<file path="src/rtl/mult_arbiter_if.sv">
// Bundle between the two requesters, the shared multiplier and the arbiter.
// The arbiter takes the slave modport. The environment (requesters plus multiplier) takes the master modport.
interface mult_arbiter_if #(
    parameter int WIDTH = 16
);
    logic                 Req0;
    logic                 Req1;
    logic [WIDTH-1:0]     Op0_A;
    logic [WIDTH-1:0]     Op0_B;
    logic [WIDTH-1:0]     Op1_A;
    logic [WIDTH-1:0]     Op1_B;
    logic                 Ack0;
    logic                 Ack1;
    logic [2*WIDTH-1:0]   Res0;
    logic [2*WIDTH-1:0]   Res1;
    logic                 Err0;
    logic                 Err1;
    logic                 St;
    logic [WIDTH-1:0]     Multiplicador;
    logic [WIDTH-1:0]     Multiplicando;
    logic                 Idle;
    logic                 Done;
    logic [2*WIDTH-1:0]   Produto;
    logic                 Busy;
    logic                 Owner;

    modport slave (
        input  Req0, Req1, Op0_A, Op0_B, Op1_A, Op1_B,
        input  Idle, Done, Produto,
        output Ack0, Ack1, Res0, Res1, Err0, Err1,
        output St, Multiplicador, Multiplicando, Busy, Owner
    );

    modport master (
        output Req0, Req1, Op0_A, Op0_B, Op1_A, Op1_B,
        output Idle, Done, Produto,
        input  Ack0, Ack1, Res0, Res1, Err0, Err1,
        input  St, Multiplicador, Multiplicando, Busy, Owner
    );
endinterface

</file>
<file path="src/rtl/mult_arbiter.sv">
// Round-robin two-port sequencer for the shared shift-add multiplier, with a watchdog abort.
// Req->St takes 1 cycle and Done->Ack takes 1 cycle; requesters hold Req until Ack, and a busy unit (Idle=0) stalls the grant.
module mult_arbiter #(
    parameter int WIDTH   = 16,
    parameter int TIMEOUT = 64
) (
    input  logic          Clk,
    input  logic          Rst_n,
    mult_arbiter_if.slave bus
);
    typedef enum logic [1:0] {
        S_IDLE  = 2'd0,
        S_START = 2'd1,
        S_WAIT  = 2'd2,
        S_RESP  = 2'd3
    } state_t;

    localparam logic [7:0] WDOG_LAST = 8'(TIMEOUT - 1);

    state_t             state_q;
    logic               last_q;
    logic               owner_q;
    logic               st_q;
    logic               busy_q;
    logic               ack0_q;
    logic               ack1_q;
    logic               err0_q;
    logic               err1_q;
    logic [WIDTH-1:0]   mcador_q;
    logic [WIDTH-1:0]   mcando_q;
    logic [2*WIDTH-1:0] res0_q;
    logic [2*WIDTH-1:0] res1_q;
    logic [7:0]         wdog_q;

    logic               any_req_d;
    logic               winner_d;
    logic               timeout_d;

    assign any_req_d = bus.Req0 | bus.Req1;
    // On a conflict, the requester that did not win last time gets the unit.
    assign winner_d  = (bus.Req0 & bus.Req1) ? ~last_q : bus.Req1;
    assign timeout_d = (wdog_q == WDOG_LAST);

    always_ff @(posedge Clk or negedge Rst_n) begin
        if (!Rst_n) begin
            state_q  <= S_IDLE;
            last_q   <= 1'b1;
            owner_q  <= 1'b0;
            st_q     <= 1'b0;
            busy_q   <= 1'b0;
            ack0_q   <= 1'b0;
            ack1_q   <= 1'b0;
            err0_q   <= 1'b0;
            err1_q   <= 1'b0;
            mcador_q <= '0;
            mcando_q <= '0;
            res0_q   <= '0;
            res1_q   <= '0;
            wdog_q   <= '0;
        end else begin
            case (state_q)
                S_IDLE: begin
                    if (any_req_d && bus.Idle) begin
                        owner_q  <= winner_d;
                        mcador_q <= winner_d ? bus.Op1_A : bus.Op0_A;
                        mcando_q <= winner_d ? bus.Op1_B : bus.Op0_B;
                        st_q     <= 1'b1;
                        busy_q   <= 1'b1;
                        state_q  <= S_START;
                    end
                end
                S_START: begin
                    st_q    <= 1'b0;
                    wdog_q  <= '0;
                    state_q <= S_WAIT;
                end
                S_WAIT: begin
                    // Done takes priority over a watchdog expiry in the same cycle.
                    if (bus.Done) begin
                        if (owner_q) begin
                            res1_q <= bus.Produto;
                            err1_q <= 1'b0;
                            ack1_q <= 1'b1;
                        end else begin
                            res0_q <= bus.Produto;
                            err0_q <= 1'b0;
                            ack0_q <= 1'b1;
                        end
                        state_q <= S_RESP;
                    end else if (timeout_d) begin
                        if (owner_q) begin
                            res1_q <= '0;
                            err1_q <= 1'b1;
                            ack1_q <= 1'b1;
                        end else begin
                            res0_q <= '0;
                            err0_q <= 1'b1;
                            ack0_q <= 1'b1;
                        end
                        state_q <= S_RESP;
                    end else begin
                        wdog_q <= wdog_q + 8'd1;
                    end
                end
                S_RESP: begin
                    ack0_q  <= 1'b0;
                    ack1_q  <= 1'b0;
                    last_q  <= owner_q;
                    busy_q  <= 1'b0;
                    state_q <= S_IDLE;
                end
                default: begin
                    state_q <= S_IDLE;
                end
            endcase
        end
    end

    assign bus.St            = st_q;
    assign bus.Multiplicador = mcador_q;
    assign bus.Multiplicando = mcando_q;
    assign bus.Ack0          = ack0_q;
    assign bus.Ack1          = ack1_q;
    assign bus.Res0          = res0_q;
    assign bus.Res1          = res1_q;
    assign bus.Err0          = err0_q;
    assign bus.Err1          = err1_q;
    assign bus.Busy          = busy_q;
    assign bus.Owner         = owner_q;

endmodule

</file>
<file path="src/flat_wrapper.sv">
// flat-port wrapper written by rule: the top's interface ports become plain ports
module mult_arbiter_flat 
#(
    parameter int WIDTH   = 16,
    parameter int TIMEOUT = 64
)
  (Clk, Rst_n, bus_Req0, bus_Req1, bus_Op0_A, bus_Op0_B, bus_Op1_A, bus_Op1_B, bus_Idle, bus_Done, bus_Produto, bus_Ack0, bus_Ack1, bus_Res0, bus_Res1, bus_Err0, bus_Err1, bus_St, bus_Multiplicador, bus_Multiplicando, bus_Busy, bus_Owner);
  mult_arbiter_if #(.WIDTH(WIDTH)) bus_i ();
  input  logic Clk;
  input  logic Rst_n;
  input wire logic [$bits(bus_i.Req0)-1:0] bus_Req0;
  input wire logic [$bits(bus_i.Req1)-1:0] bus_Req1;
  input wire logic [$bits(bus_i.Op0_A)-1:0] bus_Op0_A;
  input wire logic [$bits(bus_i.Op0_B)-1:0] bus_Op0_B;
  input wire logic [$bits(bus_i.Op1_A)-1:0] bus_Op1_A;
  input wire logic [$bits(bus_i.Op1_B)-1:0] bus_Op1_B;
  input wire logic [$bits(bus_i.Idle)-1:0] bus_Idle;
  input wire logic [$bits(bus_i.Done)-1:0] bus_Done;
  input wire logic [$bits(bus_i.Produto)-1:0] bus_Produto;
  output wire logic [$bits(bus_i.Ack0)-1:0] bus_Ack0;
  output wire logic [$bits(bus_i.Ack1)-1:0] bus_Ack1;
  output wire logic [$bits(bus_i.Res0)-1:0] bus_Res0;
  output wire logic [$bits(bus_i.Res1)-1:0] bus_Res1;
  output wire logic [$bits(bus_i.Err0)-1:0] bus_Err0;
  output wire logic [$bits(bus_i.Err1)-1:0] bus_Err1;
  output wire logic [$bits(bus_i.St)-1:0] bus_St;
  output wire logic [$bits(bus_i.Multiplicador)-1:0] bus_Multiplicador;
  output wire logic [$bits(bus_i.Multiplicando)-1:0] bus_Multiplicando;
  output wire logic [$bits(bus_i.Busy)-1:0] bus_Busy;
  output wire logic [$bits(bus_i.Owner)-1:0] bus_Owner;
  assign bus_i.Req0 = bus_Req0;
  assign bus_i.Req1 = bus_Req1;
  assign bus_i.Op0_A = bus_Op0_A;
  assign bus_i.Op0_B = bus_Op0_B;
  assign bus_i.Op1_A = bus_Op1_A;
  assign bus_i.Op1_B = bus_Op1_B;
  assign bus_i.Idle = bus_Idle;
  assign bus_i.Done = bus_Done;
  assign bus_i.Produto = bus_Produto;
  assign bus_Ack0 = bus_i.Ack0;
  assign bus_Ack1 = bus_i.Ack1;
  assign bus_Res0 = bus_i.Res0;
  assign bus_Res1 = bus_i.Res1;
  assign bus_Err0 = bus_i.Err0;
  assign bus_Err1 = bus_i.Err1;
  assign bus_St = bus_i.St;
  assign bus_Multiplicador = bus_i.Multiplicador;
  assign bus_Multiplicando = bus_i.Multiplicando;
  assign bus_Busy = bus_i.Busy;
  assign bus_Owner = bus_i.Owner;
  mult_arbiter #(.WIDTH(WIDTH), .TIMEOUT(TIMEOUT)) u_core (.Clk(Clk), .Rst_n(Rst_n), .bus(bus_i));
endmodule
</file>
<file path="config.mk">
export PLATFORM = sky130hd
export DESIGN_NAME = mult_arbiter_flat
export DESIGN_NICKNAME = d
export VERILOG_FILES = /design/src/rtl/mult_arbiter_if.sv /design/src/rtl/mult_arbiter.sv /design/src/flat_wrapper.sv
export SDC_FILE = /design/constraint.sdc
export NUM_CORES = 1
export LEC_CHECK = 0
export ABC_AREA = 1
export CORE_ASPECT_RATIO = 1.1
export CORE_MARGIN = 3
export CORE_UTILIZATION = 47
export CTS_BUF_LIST = sky130_fd_sc_hd__clkbuf_4 sky130_fd_sc_hd__clkbuf_8 sky130_fd_sc_hd__clkbuf_16
export DETAILED_ROUTE_END_ITERATION = 10
export GPL_ROUTABILITY_DRIVEN = 0
export PLACE_DENSITY_LB_ADDON = 0.2
export SLEW_MARGIN = 20
export SYNTH_ARGS = -nofsm -noshare
export SYNTH_HDL_FRONTEND = slang
export SYNTH_SLANG_ARGS = --single-unit
</file>
<file path="constraint.sdc">
create_clock -name Clk -period 3.3 [get_ports Clk]
set_clock_uncertainty 0.1 [all_clocks]
set_input_delay 0.99 -clock Clk [delete_from_list [all_inputs] [get_ports Clk]]
set_output_delay 0.99 -clock Clk [all_outputs]
set_load 0.03 [all_outputs]
</file>
Word-level counts from Yosys, hierarchy flattened:

Cells that the tools add are included.

* flip-flop bits (word level): 114
* latch bits: 0
* RAM bits: 0
* bits in read-only memories: 0
* bits of input ports: 102
* output and inout bits: 103
* memories: 0

* add/subtract/negate cells: 1
* $mul: 0
* div/mod/pow operators: 0
* magnitude comparators: 0
* equality and inequality tests: 8
* shift operators: 0
* muxes and demuxes: 37
* bitwise gates (word level): 4
* reduce and logical (&&, ||, !) cells: 15

Operators by type and width (number)
* 2-to-1 mux 32 bit: 8
* 2-to-1 mux 16 bit: 2
* 2-to-1 mux 1 bit: 16
* 2-to-1 mux 8 bit: 2
* case mux 8 bit (2 select lines): 1
* AND reduction 2 bit: 5
* nonzero test 2 bit: 5
* AND reduction 3 bit: 3
* adder 8 x 1 -> 8 bit (second input constant): 1
* equality test 8 x 6 -> 1 bit (second input constant): 1
* case mux 1 bit (2 select lines): 4
* case mux 2 bit (4 select lines): 1
* 2-to-1 mux 2 bit: 3
* equality test 2 bit (second input constant): 2
* inequality test 2 bit (second input constant): 2
* inequality test 3 x 2 -> 1 bit (second input constant): 1
* equality test 2 x 1 -> 1 bit (second input constant): 1
* zero test 2 bit: 1
* inequality test 2 x 1 -> 1 bit (second input constant): 1
* inverter 1 bit: 2
* AND 1 bit: 1
* logical AND 1 bit: 1
* OR 1 bit: 1

Depth between registers and ports, before layout:

Gate-level depths: netlist of the first run.

* depth in word-level cells: 4
* mapped depth: 9

Least setup slack after synthesis of the first run:

OpenSTA, ideal clock, no wires.

* kind: input port to flip-flop
* start point: input bus_Req1
* end point: register u_core.mcador_q[0] (netlist: u_core.bus.Multiplicador[0])
* setup time: 0.126 ns
* arrival: 1.657 ns
* data required time: 3.074 ns
* path slack: 1.417 ns
* stages: 6
* path through: o21ai_1 > nor2_2 > inv_1 > buf_2 > nand2_1 > o21ai_0

* longest elaborated chain between the ends: 3
* elaborated cells on any way between the ends: 6
* those cells by class: mux (2); bitwise (2); reduce/logical (2)

RTL lines
* start, declared: line flat_wrapper.sv:12 `input wire logic [$bits(bus_i.Req1)-1:0] bus_Req1;`
* AND 1 bit or OR 1 bit (tied branches): line mult_arbiter.sv:41, mult_arbiter.sv:39
* 2-to-1 mux 1 bit or logical AND 1 bit (tied branches): line mult_arbiter.sv:41, mult_arbiter.sv:63
* 2-to-1 mux 16 bit or AND reduction 2 bit (tied branches)
* end signal, assigned: line mult_arbiter.sv:65 `mcador_q <= winner_d ? bus.Op1_A : bus.Op0_A;`
* end, declared: line mult_arbiter.sv:29 `logic [WIDTH-1:0] mcador_q;`

Several ways; a longest one is shown, not always the timed one.
A chain may end at the register's enable or synchronous reset.

Worst setup path in the final report of the first run:

* start point: register u_core.mcador_q[4] (netlist: u_core.bus.Multiplicador[4])
* end point: output bus_Multiplicador[4]

RTL lines
* end, declared: line flat_wrapper.sv:27 `output wire logic [$bits(bus_i.Multiplicador)-1:0] bus_Multiplicador;`

No word-level cell between the ends.

==> impl_results.md, run 1 <==
* Congestion Overflow GR at 0
* Status: completed
* Initial core utilization at between 40 and 50%
* Slowest cell on crit path: clkdlybuf4s50_1
* Port buffer count at about 200
* Peak supply drop at about 550 uV
* Synth warn at 0
* Post-layout worst setup margin at between 0.7 and 0.8 ns
* Leak at about 3.6 nW
* Yosys reg bits at 114
* Total CTS buffers at 17
* Pre-antenna DRT Iters at 5
* GRT Util Overall at 25.90%
* Final hold vios at 0
* First-pass GRT wire length at 24720 um
* Top post-synthesis cells by area: dfrtp_1 (56%), nand2_1 (14%), nand4_1 (8.1%), o21ai_0 (6.0%), nor2_1 (2.7%)
* CTS H-tree lvls at 4
* DRC at 0
* Synth area leader: dfrtp_1
* Crit-path max cell delay at 0.69 ns
* CTS tree: built
* Fin. max-slew vios at 0
* Final core occ at 74.07%
* Max_cap viols at 0
* Post CTS Setup Buffer Count at 0
* WL per Instance at between 15 and 20 um
* CP Data Required Time at around 2.2 ns
* Die height at approximately 110 um
* Core ar. at about 10000 um2
* Ant diodes at 0
* Post-synthesis sequential area ratio at approximately 56%
* Vias at 4933
* Die extent in x at between 100 and 150 um
* Fin nets at 872
* Clk buf depth at 2
* Pwr dens at 1040 nW/um2
* Post-synth ARST share at between 90% and 100%
* CP Buf/Inv Count at 1
* Post-DP HPWL at 10280 um
* Post-synth cell types at 25
* Worst Path Max Fanout at 2
* Final Instance Area at about 7700 um2
* Clock-pin slew on the worst setup and hold paths at approximately 0.050 ns
* Number of global-route vias before repair at between 4000 and 5000
* # setup viols final at 0
* Crit Path Category: register to output pin
* Area fraction of the dominant cell type after synthesis at a little under three fifths
* Mapped Area at about 5000 um2
* Tmin final at between 2 and 3 ns
* Relative slew slack at between 30% and 40%
* RSZ-0062 raised after global routing: no
* Post-synth EDFFs at 0
* Antenna-violating nets left at 0
* Setup TNS at 0 ns
* Top Ports at slightly above 200
* Final wirelength at 15190 um
* Die ar. at roughly 12000 um2
* Skew-Pair Late Insertion Delay at between 0.4 and 0.5 ns
* Worst slew pin tran at roughly 0.96 ns
* Share of layout cells above drive strength 1 at between 6 and 7%
* Initial antenna violation count at 0
* Synth Flop Type: dfrtp_1
* Fmax at 0.3878 GHz
* Post-CTS Resized at 0
* Hold Path Class: register to register
* Fin crit share at between 70% and 80%
* Syn Inst Count at between 500 and 600
* Delay-heaviest family, CP: buffers and inverters
* Avg Cell Area, Syn at 8.815 um2
* Dpl ws at between 0.4 and 0.5 ns
* Clock tree sinks at ~110
* Pin count of the biggest net entering global routing at 53
* # rows at 39
* Data arrival time of the critical path at 1.49 ns
* CP Cell Sequence: clkdlybuf4s50_1
* Crit end category: output pin
* Cts hold-fix bufs at 0
* Root Driver: clkbuf_16
* DP Area at 7127 um2
* Vias per cell at 5.362
* Initial detailed-routing violation count at 340
* Post-synthesis net count at 683
* CP startpoint kind: register
* P&R area growth vs syn at 52.60%
-- metal layers --
| layer | share of wire, % | track usage [%] | routed length (um) |
|---|---|---|---|
| met5 | 0 | 0 | 0 |
| met4 | 1.7 | 10.24 | 260 |
| met3 | 8.4 | 8.141 | 1268 |
| met2 | 51 | 45.01 | 7714 |
| met1 | 39 | 30.10 | 5942 |
-- power by group --
part | internal [mW] | switching, mW | total, mW | leakage [nW]
Sequential | 2.01 | 0.358 | 2.37 | 1.44
Combinational | 1.44 | 2.38 | 3.82 | 1.86
Clock | 1.24 | 0.615 | 1.86 | 0.296
-- metrics by stage --
step	total power [mW]	hold slack [ns]	instances
after floorplan	4.563	0.3661	575
after global placement	6.101	0.3530	888
after detailed placement	6.196	0.3577	888
after CTS	8.101	0.3709	920
after global routing	8.509	0.3878	920
final	8.047	0.3665	920
-- cell families after synthesis --
group	share of synthesized area, %
flops	56.31
compound gates	8.047
fa+ha+maj	1.481
buf+inv	5.505
simple gates	27.97
xor+xnor	0.6913
-- cell usage in the layout, fill, tap and decap left out, types with 4 or more instances in the layout --
| master | count |
|---|---|
| nand3_1 | 13 |
| clkinv_2 | 4 |
| ha_1 | 5 |
| nand4_1 | 66 |
| nand2_1 | 191 |
| dfrtp_1 | 113 |
| inv_1 | 13 |
| nor2_1 | 36 |
| o21ai_0 | 61 |
| buf_4 | 7 |
| clkbuf_16 | 17 |
| clkdlybuf4s50_1 | 202 |
| o21ai_1 | 16 |
-- final timing paths --
path / startpoint / to / slack, ns / cells past startpoint
max: u_core.bus.Multiplicador[4] / bus_Multiplicador[4] / 0.72 / 1
min: u_core.bus.Res0[21] / u_core.bus.Res0[21] / 0.37 / 2
max reg2reg: u_core.state_q[0] / u_core.state_q[0] / 1.04 / 7
min reg2reg: u_core.bus.Res0[21] / u_core.bus.Res0[21] / 0.37 / 2
max in group asynchronous: Rst_n / u_core.bus.Res1[9] / 1.75 / 2
min in group asynchronous: Rst_n / u_core.bus.Res0[21] / 0.52 / 1
-- layout make-up --
class                      instances  area (um2)
clock buffer                      22       475.5
clock inverter                    10       132.6
fill                             804        2708
inverter                          15       56.30
multi-input combinational        405        1938
sequential                       114        2854
tap                              143       178.9
timing repair buffer             211        2100
-- cell usage after synthesis (4+ instances only) --
master	count
buf_1	4
buf_2	10
buf_6	6
clkbuf_1	18
dfrtp_1	113
ha_1	6
inv_1	13
nand2_1	191
nand3_1	13
nand4_1	66
nor2_1	36
o21ai_0	61
o21ai_1	16
-- sequential cells by signal, indices dropped and copies added (netlist names) --
register and flops:
u_core.bus.Res0 32, u_core.bus.Ack1 1, u_core.state_q 2, u_core.bus.Multiplicando 16, u_core.wdog_q 8, u_core.bus.Err1 1
u_core.bus.Multiplicador 16, u_core.bus.Err0 1, u_core.last_q 1, u_core.bus.Ack0 1, u_core.bus.Res1 32, u_core.bus.Busy 1
u_core.bus.Owner 1, u_core.bus.St 1
(Power assumes the default switching activity.)
==> inputs of run 2 (changes only) <==
--- a/config.mk
+++ b/config.mk
@@ -8,7 +8,7 @@
 export ABC_AREA = 1
 export CORE_ASPECT_RATIO = 1.1
 export CORE_MARGIN = 3
-export CORE_UTILIZATION = 47
+export CORE_UTILIZATION = 43
 export CTS_BUF_LIST = sky130_fd_sc_hd__clkbuf_4 sky130_fd_sc_hd__clkbuf_8 sky130_fd_sc_hd__clkbuf_16
 export DETAILED_ROUTE_END_ITERATION = 10
 export GPL_ROUTABILITY_DRIVEN = 0
==> constraint.sdc (replaced) <==
create_clock -name Clk -period 2.6 [get_ports Clk]
set_clock_uncertainty 0.1 [all_clocks]
set_input_delay 0.78 -clock Clk [delete_from_list [all_inputs] [get_ports Clk]]
set_output_delay 0.78 -clock Clk [all_outputs]
set_load 0.03 [all_outputs]
==> impl_results.md, run 2 (synthesis results as in run 1) <==
* Status: completed
* Post-CTS Resized at 0 (unchanged)
* Initial detailed-routing violation count at 391 (+15%)
* Ant diodes at 0 (unchanged)
* Total CTS buffers at 17 (unchanged)
* RSZ-0062 raised after global routing: no
* Clk buf depth at 2 (unchanged)
* Crit Path Category: register to output pin
* Root Driver: clkbuf_16
* Top Ports at 205 (unchanged)
* Leak at 3.624 nW (+0.74%)
* Hold Path Class: input pin to asynchronous set/reset pin
* CP Cell Sequence: clkdlybuf4s50_1
* Crit end category: output pin
* Die ar. at 13130 um2 (+8.8%)
* WL per Instance at 16.05 um (-2.8%)
* Peak supply drop at 617.8 uV (+13%)
* Skew-Pair Late Insertion Delay at 0.40 ns (about the same)
* GRT Util Overall at 23.09% (-2.8 points)
* Most common cell after layout, fill and taps aside: clkdlybuf4s50_1
* Share of layout cells above drive strength 1 at 7.436% (+0.49 points)
* Congestion Overflow GR at 0 (unchanged)
* Fin nets at 875 (+0.34%)
* Cts hold-fix bufs at 0 (unchanged)
* CP Data Required Time at 1.72 ns (-0.49 ns)
* Die height at 119.9 um (+4.3%)
* Fin. max-slew vios at 0 (unchanged)
* Delay-heaviest family, CP: buffers and inverters
* Crit-path max cell delay at 0.73 ns (+0.04 ns)
* Pre-antenna DRT Iters at 4 (-1)
* # rows at 40 (+2.6%)
* Core ar. at 11210 um2 (+7.4%)
* Vias per cell at 5.252 (-2.0%)
* Max_cap viols at 0 (unchanged)
* Tmin final at 2.361 ns
* # setup viols final at 0 (unchanged)
* P&R area growth vs syn at 53.37%
* Pwr dens at 1324 nW/um2 (+27%)
* Port buffer count at 204 (unchanged)
* Clock-pin slew on the worst setup and hold paths at 0.05 ns (about the same)
* Fin crit share at roughly nine tenths
* Relative slew slack at 40.72% (+4.9 points)
* Initial antenna violation count at 0 (unchanged)
* CP startpoint kind: register
* Dpl ws at 0.04842 ns (-0.3688 ns)
* CTS H-tree lvls at 4 (unchanged)
* Worst slew pin tran at 0.8882 ns (-0.07327 ns)
* Commonest non-fill, non-tap cells in the layout: clkdlybuf4s50_1 (201), nand2_1 (191), dfrtp_1 (113)
* Final hold vios at 0 (unchanged)
* Setup TNS at 0 ns (unchanged)
* Die extent in x at 109.5 um (+4.3%)
* Slowest cell on crit path: clkdlybuf4s50_1
* Final wirelength at 14880 um (-2.0%)
* CTS tree: built
* Worst Path Max Fanout at 2 (unchanged)
* Post CTS Setup Buffer Count at 0 (unchanged)
* DRC at 0 (unchanged)
* Initial core utilization at 45.21% (-3.3 points)
* Antenna-violating nets left at 0 (unchanged)
* Pwr Total at 10.29 mW (+28%)
* First-pass GRT wire length at 23970 um (-3.0%)
* Fmax at ~0.42 GHz
* Clock tree sinks at 114 (unchanged)
* CP Buf/Inv Count at 1 (unchanged)
* Post-layout worst setup margin at 0.2390 ns (-0.4822 ns)
* Number of global-route vias before repair at 4993 (+0.52%)
* Pin count of the biggest net entering global routing at 115 (+120%)
* Vias at 4869 (-1.3%)
* Data arrival time of the critical path at 1.48 ns (about the same)
* Post-DP HPWL at 10120 um (-1.5%)
run 2: cell count changes in the layout (fill, tap and decap cells not counted), sizes merged:
| cell | delta |
|---|---|
| clkdlybuf4s50 | -1 |
| clkinvlp | -1 |
| bufinv | +1 |
| clkinv | +1 |
| clkbuf | -1 |
| buf | +4 |
run 2: per-stage QoR:
step	instances	util [%]	area [um2]	hold slack, ns
floorplan	575	-	5069	0.3661
global placement	895	63.79	7152	0.3536
detailed placement	895	63.79	7152	0.3582
CTS	927	69.34	7774	0.3706
global route	927	69.34	7774	0.3861
finish	927	69.34	7774	0.3171
run 2: worst paths after layout:
check	from	end	slack [ns]	cells past startpoint
hold reg to reg	u_core.bus.Res1[22]	u_core.bus.Res1[22]	0.37	2
setup / recovery	u_core.bus.Multiplicador[1]	bus_Multiplicador[1]	0.24	1
max in group asynchronous	Rst_n	u_core.state_q[0]	1.58	2
min in group Clk	u_core.bus.Res1[22]	u_core.bus.Res1[22]	0.37	2
setup reg to reg	u_core.state_q[0]	u_core.wdog_q[5]	0.72	8
hold / removal	Rst_n	u_core.bus.Res0[29]	0.32	2
run 2: worst register-to-register path: cells and delay by family (launching register included):
family / cells / cell delay, ns
adder cells (fa/ha/maj): 1 / 0.34
AND/OR/NAND/NOR: 4 / 0.49
buffers and inverters: 3 / 0.47
flip-flops: 1 / 0.41
run 2: area by class of cell:
type	instances	area, um2
Fill cell	885	3437
Sequential cell	114	2854
Timing Repair Buffer	214	2120
Multi-Input combinational cell	405	1938
Clock buffer	21	461.7
Tap cell	147	183.9
Clock inverter	11	160.2
Inverter	15	56.30
run 2: where the power goes:
part / internal [mW] / switching, mW / leakage [nW]
combinational: 1.85 / 3.02 / 1.88
clock: 1.65 / 0.770 / 0.307
sequential: 2.55 / 0.458 / 1.44
run 2: per-layer routing:
layer	routed length, um	GRT usage [%]	part of all wire, %	vias up
met2	7201	37.63	48	200
met3	1285	7.531	8.6	18
met4	213	8.028	1.4	0
met5	0	0	0	-
met1	6175	28.63	42	2335
li1	-	-	-	2316
